`config.mk`:
```
export PLATFORM = sky130hd
export DESIGN_NAME = bit_plane_serializer
export DESIGN_NICKNAME = d
export VERILOG_FILES = /design/src/rtl/bps_pkg.sv /design/src/rtl/bps_plane_bank.sv /design/src/rtl/bit_plane_serializer.sv
export SDC_FILE = /design/constraint.sdc
export NUM_CORES = 1
export LEC_CHECK = 0
export CORE_UTILIZATION = 45
export DETAILED_ROUTE_END_ITERATION = 10
export HOLD_SLACK_MARGIN = 0.15
export PLACE_DENSITY = 0.61
export SLEW_MARGIN = 20
export SYNTH_ARGS = -nofsm -noshare
export SYNTH_HDL_FRONTEND = slang
export SYNTH_HIERARCHICAL = 1
export SYNTH_SLANG_ARGS = --single-unit
```
`constraint.sdc`:
```
create_clock -name clk -period 3.26 [get_ports clk]
set_input_delay 0.652 -clock clk [delete_from_list [all_inputs] [get_ports clk]]
set_output_delay 0.652 -clock clk [all_outputs]
set_load 0.005 [all_outputs]
```
`src/rtl/bps_pkg.sv`:
```
// Shared definitions for the bit-plane serializer: state encoding,
// byte/count widths and the default operand count.
package bps_pkg;

  localparam int BYTE_W      = 8;
  localparam int NUM_BYTES_W = 16;
  localparam int M_DEFAULT   = 32;
  localparam int PLANE_CNT_W = 20;

  typedef enum logic {
    IDLE = 1'b0,
    RUN  = 1'b1
  } bps_state_e;

endpackage

```
`src/rtl/bps_plane_bank.sv`:
```
// One ping-pong bank: M operand bytes written by operand index and read
// back as a bit plane (bit rd_bit of every operand).
module bps_plane_bank
  import bps_pkg::*;
#(
  parameter int M = M_DEFAULT,
  localparam int IDX_W = $clog2(M)
) (
  input  logic              clk,
  input  logic              wr_en,
  input  logic [IDX_W-1:0]  wr_idx,
  input  logic [BYTE_W-1:0] wr_byte,
  input  logic [2:0]        rd_bit,
  output logic [M-1:0]      plane
);

  logic [BYTE_W-1:0] mem [M];

  // Byte storage; contents are only meaningful while the owner marks the bank full.
  always_ff @(posedge clk) begin
    if (wr_en) mem[wr_idx] <= wr_byte;
  end

  // Gather the selected bit of every operand into one plane.
  always_comb begin
    plane = '0;
    for (int j = 0; j < M; j++) plane[j] = mem[j][rd_bit];
  end

endmodule

```
`src/rtl/bit_plane_serializer.sv`:
```
// Bit-plane serializer: collects N bytes for each of M operands through a
// two-bank ping-pong buffer and emits each byte group as 8 bit planes,
// LSB first. Optional macro BPS_PLANE_CNT_EN adds the plane_cnt_o counter.
module bit_plane_serializer
  import bps_pkg::*;
#(
  parameter int M = M_DEFAULT
) (
  input  logic                   clk,
  input  logic                   rst_n,
  input  logic                   start_i,
  input  logic [NUM_BYTES_W-1:0] num_bytes_i,
  input  logic                   wr_vld_i,
  output logic                   wr_rdy_o,
  input  logic [BYTE_W-1:0]      wr_byte_i,
  output logic [M-1:0]           data_o,
  output logic                   data_vld_o,
  output logic [NUM_BYTES_W-1:0] num_bytes_o,
  output logic                   busy_o,
  output logic                   done_o
`ifdef BPS_PLANE_CNT_EN
  ,
  output logic [PLANE_CNT_W-1:0] plane_cnt_o
`endif
);

  localparam int IDX_W = $clog2(M);
  localparam logic [IDX_W-1:0] LAST_IDX = IDX_W'(M - 1);

  bps_state_e state, state_nxt;

  logic [NUM_BYTES_W-1:0] num_bytes_q;
  logic [NUM_BYTES_W-1:0] wr_bytes_q;   // byte groups completely written
  logic [NUM_BYTES_W-1:0] rd_bytes_q;   // byte groups completely drained
  logic [IDX_W-1:0]       op_idx_q;     // next operand slot in the write bank
  logic                   wr_bank_q;
  logic                   rd_bank_q;
  logic [1:0]             full_q;
  logic [2:0]             bit_idx_q;
  logic                   done_q;

  logic       start_acc;
  logic       wr_acc;
  logic       wr_last_op;
  logic       plane_vld;
  logic       plane_last;
  logic       xfer_last;
  logic [1:0] full_set;
  logic [1:0] full_clr;
  logic [M-1:0] plane0;
  logic [M-1:0] plane1;

  // Next-state and handshake decode; everything here depends only on flops
  // and start_i, so wr_rdy_o and the plane outputs carry no input-to-output path.
  always_comb begin
    state_nxt  = state;
    start_acc  = 1'b0;
    wr_rdy_o   = 1'b0;
    plane_vld  = 1'b0;
    plane_last = 1'b0;
    xfer_last  = 1'b0;
    case (state)
      IDLE: begin
        if (start_i && (num_bytes_i != '0)) begin
          start_acc = 1'b1;
          state_nxt = RUN;
        end
      end
      RUN: begin
        // The writer always targets the bank after the one it last filled,
        // so that bank being full means both are full.
        wr_rdy_o   = !full_q[wr_bank_q] && (wr_bytes_q < num_bytes_q);
        plane_vld  = full_q[rd_bank_q];
        plane_last = plane_vld && (bit_idx_q == 3'd7);
        xfer_last  = plane_last && (rd_bytes_q == (num_bytes_q - 16'd1));
        if (xfer_last) state_nxt = IDLE;
      end
      default: state_nxt = IDLE;
    endcase
  end

  assign wr_acc     = wr_vld_i && wr_rdy_o;
  assign wr_last_op = wr_acc && (op_idx_q == LAST_IDX);
  // Set and clear never hit the same bank in one cycle: set needs it empty,
  // clear needs it full.
  assign full_set   = wr_last_op ? {wr_bank_q, ~wr_bank_q} : 2'b00;
  assign full_clr   = plane_last ? {rd_bank_q, ~rd_bank_q} : 2'b00;

  // State register.
  always_ff @(posedge clk or negedge rst_n) begin
    if (!rst_n) state <= IDLE;
    else        state <= state_nxt;
  end

  // Write/read pointers, bank occupancy and transfer counters.
  always_ff @(posedge clk or negedge rst_n) begin
    if (!rst_n) begin
      num_bytes_q <= '0;
      wr_bytes_q  <= '0;
      rd_bytes_q  <= '0;
      op_idx_q    <= '0;
      wr_bank_q   <= 1'b0;
      rd_bank_q   <= 1'b0;
      full_q      <= 2'b00;
      bit_idx_q   <= 3'd0;
    end else if (start_acc) begin
      num_bytes_q <= num_bytes_i;
      wr_bytes_q  <= '0;
      rd_bytes_q  <= '0;
      op_idx_q    <= '0;
      wr_bank_q   <= 1'b0;
      rd_bank_q   <= 1'b0;
      full_q      <= 2'b00;
      bit_idx_q   <= 3'd0;
    end else begin
      if (wr_acc) begin
        if (wr_last_op) begin
          op_idx_q   <= '0;
          wr_bank_q  <= ~wr_bank_q;
          wr_bytes_q <= wr_bytes_q + 16'd1;
        end else begin
          op_idx_q <= op_idx_q + IDX_W'(1);
        end
      end
      if (plane_vld) begin
        bit_idx_q <= bit_idx_q + 3'd1;
        if (plane_last) begin
          rd_bank_q  <= ~rd_bank_q;
          rd_bytes_q <= rd_bytes_q + 16'd1;
        end
      end
      full_q <= (full_q | full_set) & ~full_clr;
    end
  end

  // One-cycle completion pulse, coincident with the return to IDLE.
  always_ff @(posedge clk or negedge rst_n) begin
    if (!rst_n) done_q <= 1'b0;
    else        done_q <= xfer_last;
  end

  bps_plane_bank #(.M(M)) u_bank0 (
    .clk     (clk),
    .wr_en   (wr_acc && !wr_bank_q),
    .wr_idx  (op_idx_q),
    .wr_byte (wr_byte_i),
    .rd_bit  (bit_idx_q),
    .plane   (plane0)
  );

  bps_plane_bank #(.M(M)) u_bank1 (
    .clk     (clk),
    .wr_en   (wr_acc && wr_bank_q),
    .wr_idx  (op_idx_q),
    .wr_byte (wr_byte_i),
    .rd_bit  (bit_idx_q),
    .plane   (plane1)
  );

  assign data_vld_o  = plane_vld;
  assign data_o      = plane_vld ? (rd_bank_q ? plane1 : plane0) : '0;
  assign busy_o      = (state == RUN);
  assign done_o      = done_q;
  assign num_bytes_o = num_bytes_q;

`ifdef BPS_PLANE_CNT_EN
  logic [PLANE_CNT_W-1:0] plane_cnt_q;

  // Planes emitted since the last accepted start.
  always_ff @(posedge clk or negedge rst_n) begin
    if (!rst_n)         plane_cnt_q <= '0;
    else if (start_acc) plane_cnt_q <= '0;
    else if (plane_vld) plane_cnt_q <= plane_cnt_q + PLANE_CNT_W'(1);
  end

  assign plane_cnt_o = plane_cnt_q;
`endif

endmodule

```
==> metrics.md <==
| Metric | Value |
|---|---|
| Switching part of the total | 27.47% |
| Non-filler cells, final | 2,336 |
| Hold Vio Cnt, Final | 0 |
| CP startpoint kind | flip-flop |
| CTS tree | yes |
| Antenna cells | 0 |
| Via count | 13.36k |
| H-tree depth | 2 |
| Arr. time, crit path | 2.77 ns |
| Asr flop ratio synth | 10.80% |
| Crit-path cells | buf_12, buf_12, buf_6, buf_6, mux4_2, mux2_4, mux2i_4, nor2_1, buf_2 |
| Final #Nets | 1,649 |
| Final WL | 57.06 mm |
| Crit-path slowest cell | dfrtp_4 |
| Critical path peak fanout | 6 |
| FF-to-FF path depth | 13 |
| Top-level I/O count | 80 |
| # DRC | 0 |
| Worst setup EP type | primary output |
| Die Ht | 234.8 um |
| Worst path required time | 2.61 ns |
| RR Endpoint | u_bank1/mem[28][2]$_DFFE_PP_ |
| Clock Latency Late Sink | 0.63 ns |
| Combinational power share | 32.6% |
| Delay of the slowest critical-path stage | 0.51 ns |
| Yosys warns | 6 |
| Worst slew margin | 48.62% |
| Min-delay worst type | reg -> reg |
| Vias/cell | 5.717 |
| Violated checks | setup timing |
| Sequential area share after synthesis | 69.42% |
| Largest buffer count on any clock path | 3 |
| Power Density | 739.5 nW/um^2 |
| Period utilization | 104.9% |
| First-pass GRT wire length | 87.52 mm |
| GR Overflow Total | 0 |
| Post-synth EDFFs | 512 |
| All-Layer GR Usage | 21.09% |
| Post-DP HPWL | 31.52 mm |
| DR WL/cell | 24.43 um |
| Worst vdd ir | 0.4606 mV |
| Post-route ant nets | 0 |
| CTS Sinks | 574 |
| Unrepaired setup endpoints after global routing | true |
| Crit path time final | 3.419 ns |
| Worst Skew | 0.03252 ns |
| Max-slew violations | 0 |
| Main synth FF type | edfxtp_1 |
| Drt first-iter violations | 890 |
| Internal Pwr Total | 0.01599 W |
| Mean Syn Cell Area | 18.07 um^2 |
| Most common cell after layout, fill and taps aside | edfxtp_1 |
| Final setup fails | 26 |
| Mapped Area | 24,380 um^2 |
| Largest net degree at the start of global routing | 65 |
| Setup TNS | -2.378 ns |
| FF-to-FF Start | num_bytes_o[7]$_DFFE_PN0P_ |
| Leak | 10.23 nW |
| Initial Util | 45.94% |
| Worst Tran Pin Value | 0.7706 ns |
| Die W | 234.8 um |
| Highest clock rate | 0.2925 GHz |
| Die Area | 55,110 um^2 |
| CTS clk-pin slew, worst paths | 0.06 ns |
| Outcome | complete, but fails checks |
| CTS Root Cell | clkbuf_16 |
| Layout area overhead | 22.26% |
| Worst setup path class | reg -> out |
| Clock share of power | 28.8% |
| Final worst setup slack | -0.1590 ns |
| FF+latch count, synth | 574 |
| Placed Cells | 2,144 |
| Final Wtd Congestion | 0.8270 |
| Vias in the first global route | 13.92k |
| Reg2Reg Setup Slack | 0.07 ns |
| Core footprint | 53,080 um^2 |
| FP Rows | 84 |
| CP startpoint | bit_idx_q[0]$_DFFE_PN0P_ |
| Synthesized Nets | 1,399 |
| Layout cells sized above 1 | 35.80% |
| Yosys cell types | 58 |
| Mapped Cells | 1,349 |
| Most frequent cells in the layout | edfxtp_1, mux4_2, buf_4, nor2_1, clkbuf_16 |
| Max cap viols | 0 |
| Switching power | 0.006057 W |
| Drt first pass iters | 5 |
| Sequential group share of total power | 38.6% |
| Port bufs | 79 |
| Fin util | 56.16% |
| Initial antenna violation count | 0 |
| CTS Buf Count | 59 |
| Critical path destination | data_o[3] |
## sequential cells by signal, indices dropped and copies added, names as in the netlist
signal and cells:
rd_bytes_q 16, busy_o 1, num_bytes_o 16, bit_idx_q 3, u_bank0/mem 256, full_q 2, wr_bank_q 1, wr_bytes_q 16
done_o 1, u_bank1/mem 256, rd_bank_q 1, op_idx_q 5
## through the flow
stage	setup WS (ns)	hold WS, ns	instance area, um^2	total power (W)
global route	-0.2686	0.5489	29810	0.02293
global placement	0.05490	0.5176	26840	0.01382
detailed placement	0.02593	0.5350	26840	0.01387
floorplan	0.003680	0.3564	24550	0.01207
CTS	-0.2203	0.5381	29600	0.02208
finish	-0.1590	0.5383	29810	0.02204
## cell families after synthesis
group / Yosys count / share of synthesized area (%)
XOR/XNOR: 36 / 1.293
AND/OR/NAND/NOR: 294 / 6.030
flip-flops: 574 / 69.42
AO/OA/AOI/OAI: 95 / 2.510
buffers and inverters: 97 / 1.996
multiplexers: 231 / 17.62
adder cells (fa/ha/maj): 22 / 1.129
## worst min-delay path by stage
stage | cells after the start | slack [ns] | from | end
6_report | 1 | 0.54 | wr_bytes_q[0]$_DFFE_PN0P_ | wr_bytes_q[0]$_DFFE_PN0P_
5_1_grt | 1 | 0.55 | wr_bytes_q[0]$_DFFE_PN0P_ | wr_bytes_q[0]$_DFFE_PN0P_
4_1_cts | 1 | 0.54 | wr_byte_i[5] | u_bank0/mem[1][5]$_DFFE_PP_
3_5_place_dp | 1 | 0.53 | wr_bytes_q[2]$_DFFE_PN0P_ | wr_bytes_q[2]$_DFFE_PN0P_
3_3_place_gp | 1 | 0.52 | wr_bytes_q[2]$_DFFE_PN0P_ | wr_bytes_q[2]$_DFFE_PN0P_
2_1_floorplan | 0 | 0.36 | rst_n | bit_idx_q[0]$_DFFE_PN0P_
## worst max-delay path: cells and delay by family (launching register included)
family	cells	cell delay, ns
AND/OR/NAND/NOR	1	0.06
buffers and inverters	5	0.69
multiplexers	3	0.89
flip-flops	1	0.51
## power groups by stage
| stage | Combinational, W | Sequential [W] | Clock, W |
|---|---|---|---|
| global placement | 0.00517 | 0.00865 | 0 |
| floorplan | 0.00351 | 0.00857 | 0 |
| detailed placement | 0.00520 | 0.00867 | 0 |
| finish | 0.00718 | 0.00852 | 0.00635 |
| CTS | 0.00708 | 0.00851 | 0.00648 |
| global route | 0.00763 | 0.00854 | 0.00677 |
## Yosys cell counts (15+ instances only)
cell,number,area share (%)
mux2i_1,38,1.6
o21ai_0,28,0.57
mux4_1,80,8.6
inv_1,23,0.35
mux4_2,48,4.4
mux2_2,65,3.0
edfxtp_1,512,63
ha_1,22,1.1
xor2_1,20,0.72
buf_6,15,0.69
a21oi_1,27,0.55
nor2_1,122,1.9
xnor2_1,16,0.57
dfrtp_1,62,6.4
clkbuf_1,31,0.48
nand3_1,27,0.55
buf_1,21,0.32
nand2_1,46,0.71
## cell type report
class / count / area [um^2]
Tap cell: 688 / 860.8
Clock inverter: 36 / 271.5
Multi-Input combinational cell: 678 / 7375
Clock buffer: 74 / 1554
Fill cell: 4050 / 23270
Timing Repair Buffer: 262 / 2719
Inverter: 24 / 90.09
Sequential cell: 574 / 16940
## layer usage
metal	routed length (um)	GRT usage, %	vias to the layer above
met3	2888	3.430	90
met4	1078	4.805	0
met2	28180	34.93	387
met5	0	0	-
met1	24910	29.46	6961
li1	-	-	5918
## timing repair
action                                 4_1_cts  5_1_grt
setup buffers                               60       26
setup endpoints to repair                   33      388
pin swaps                                   37       32
hold buffers                                 1        0
gates resized for setup                    356       56
endpoints found under the hold margin       29        0
gates cloned                                 8        0
(Power assumes the default switching activity.)
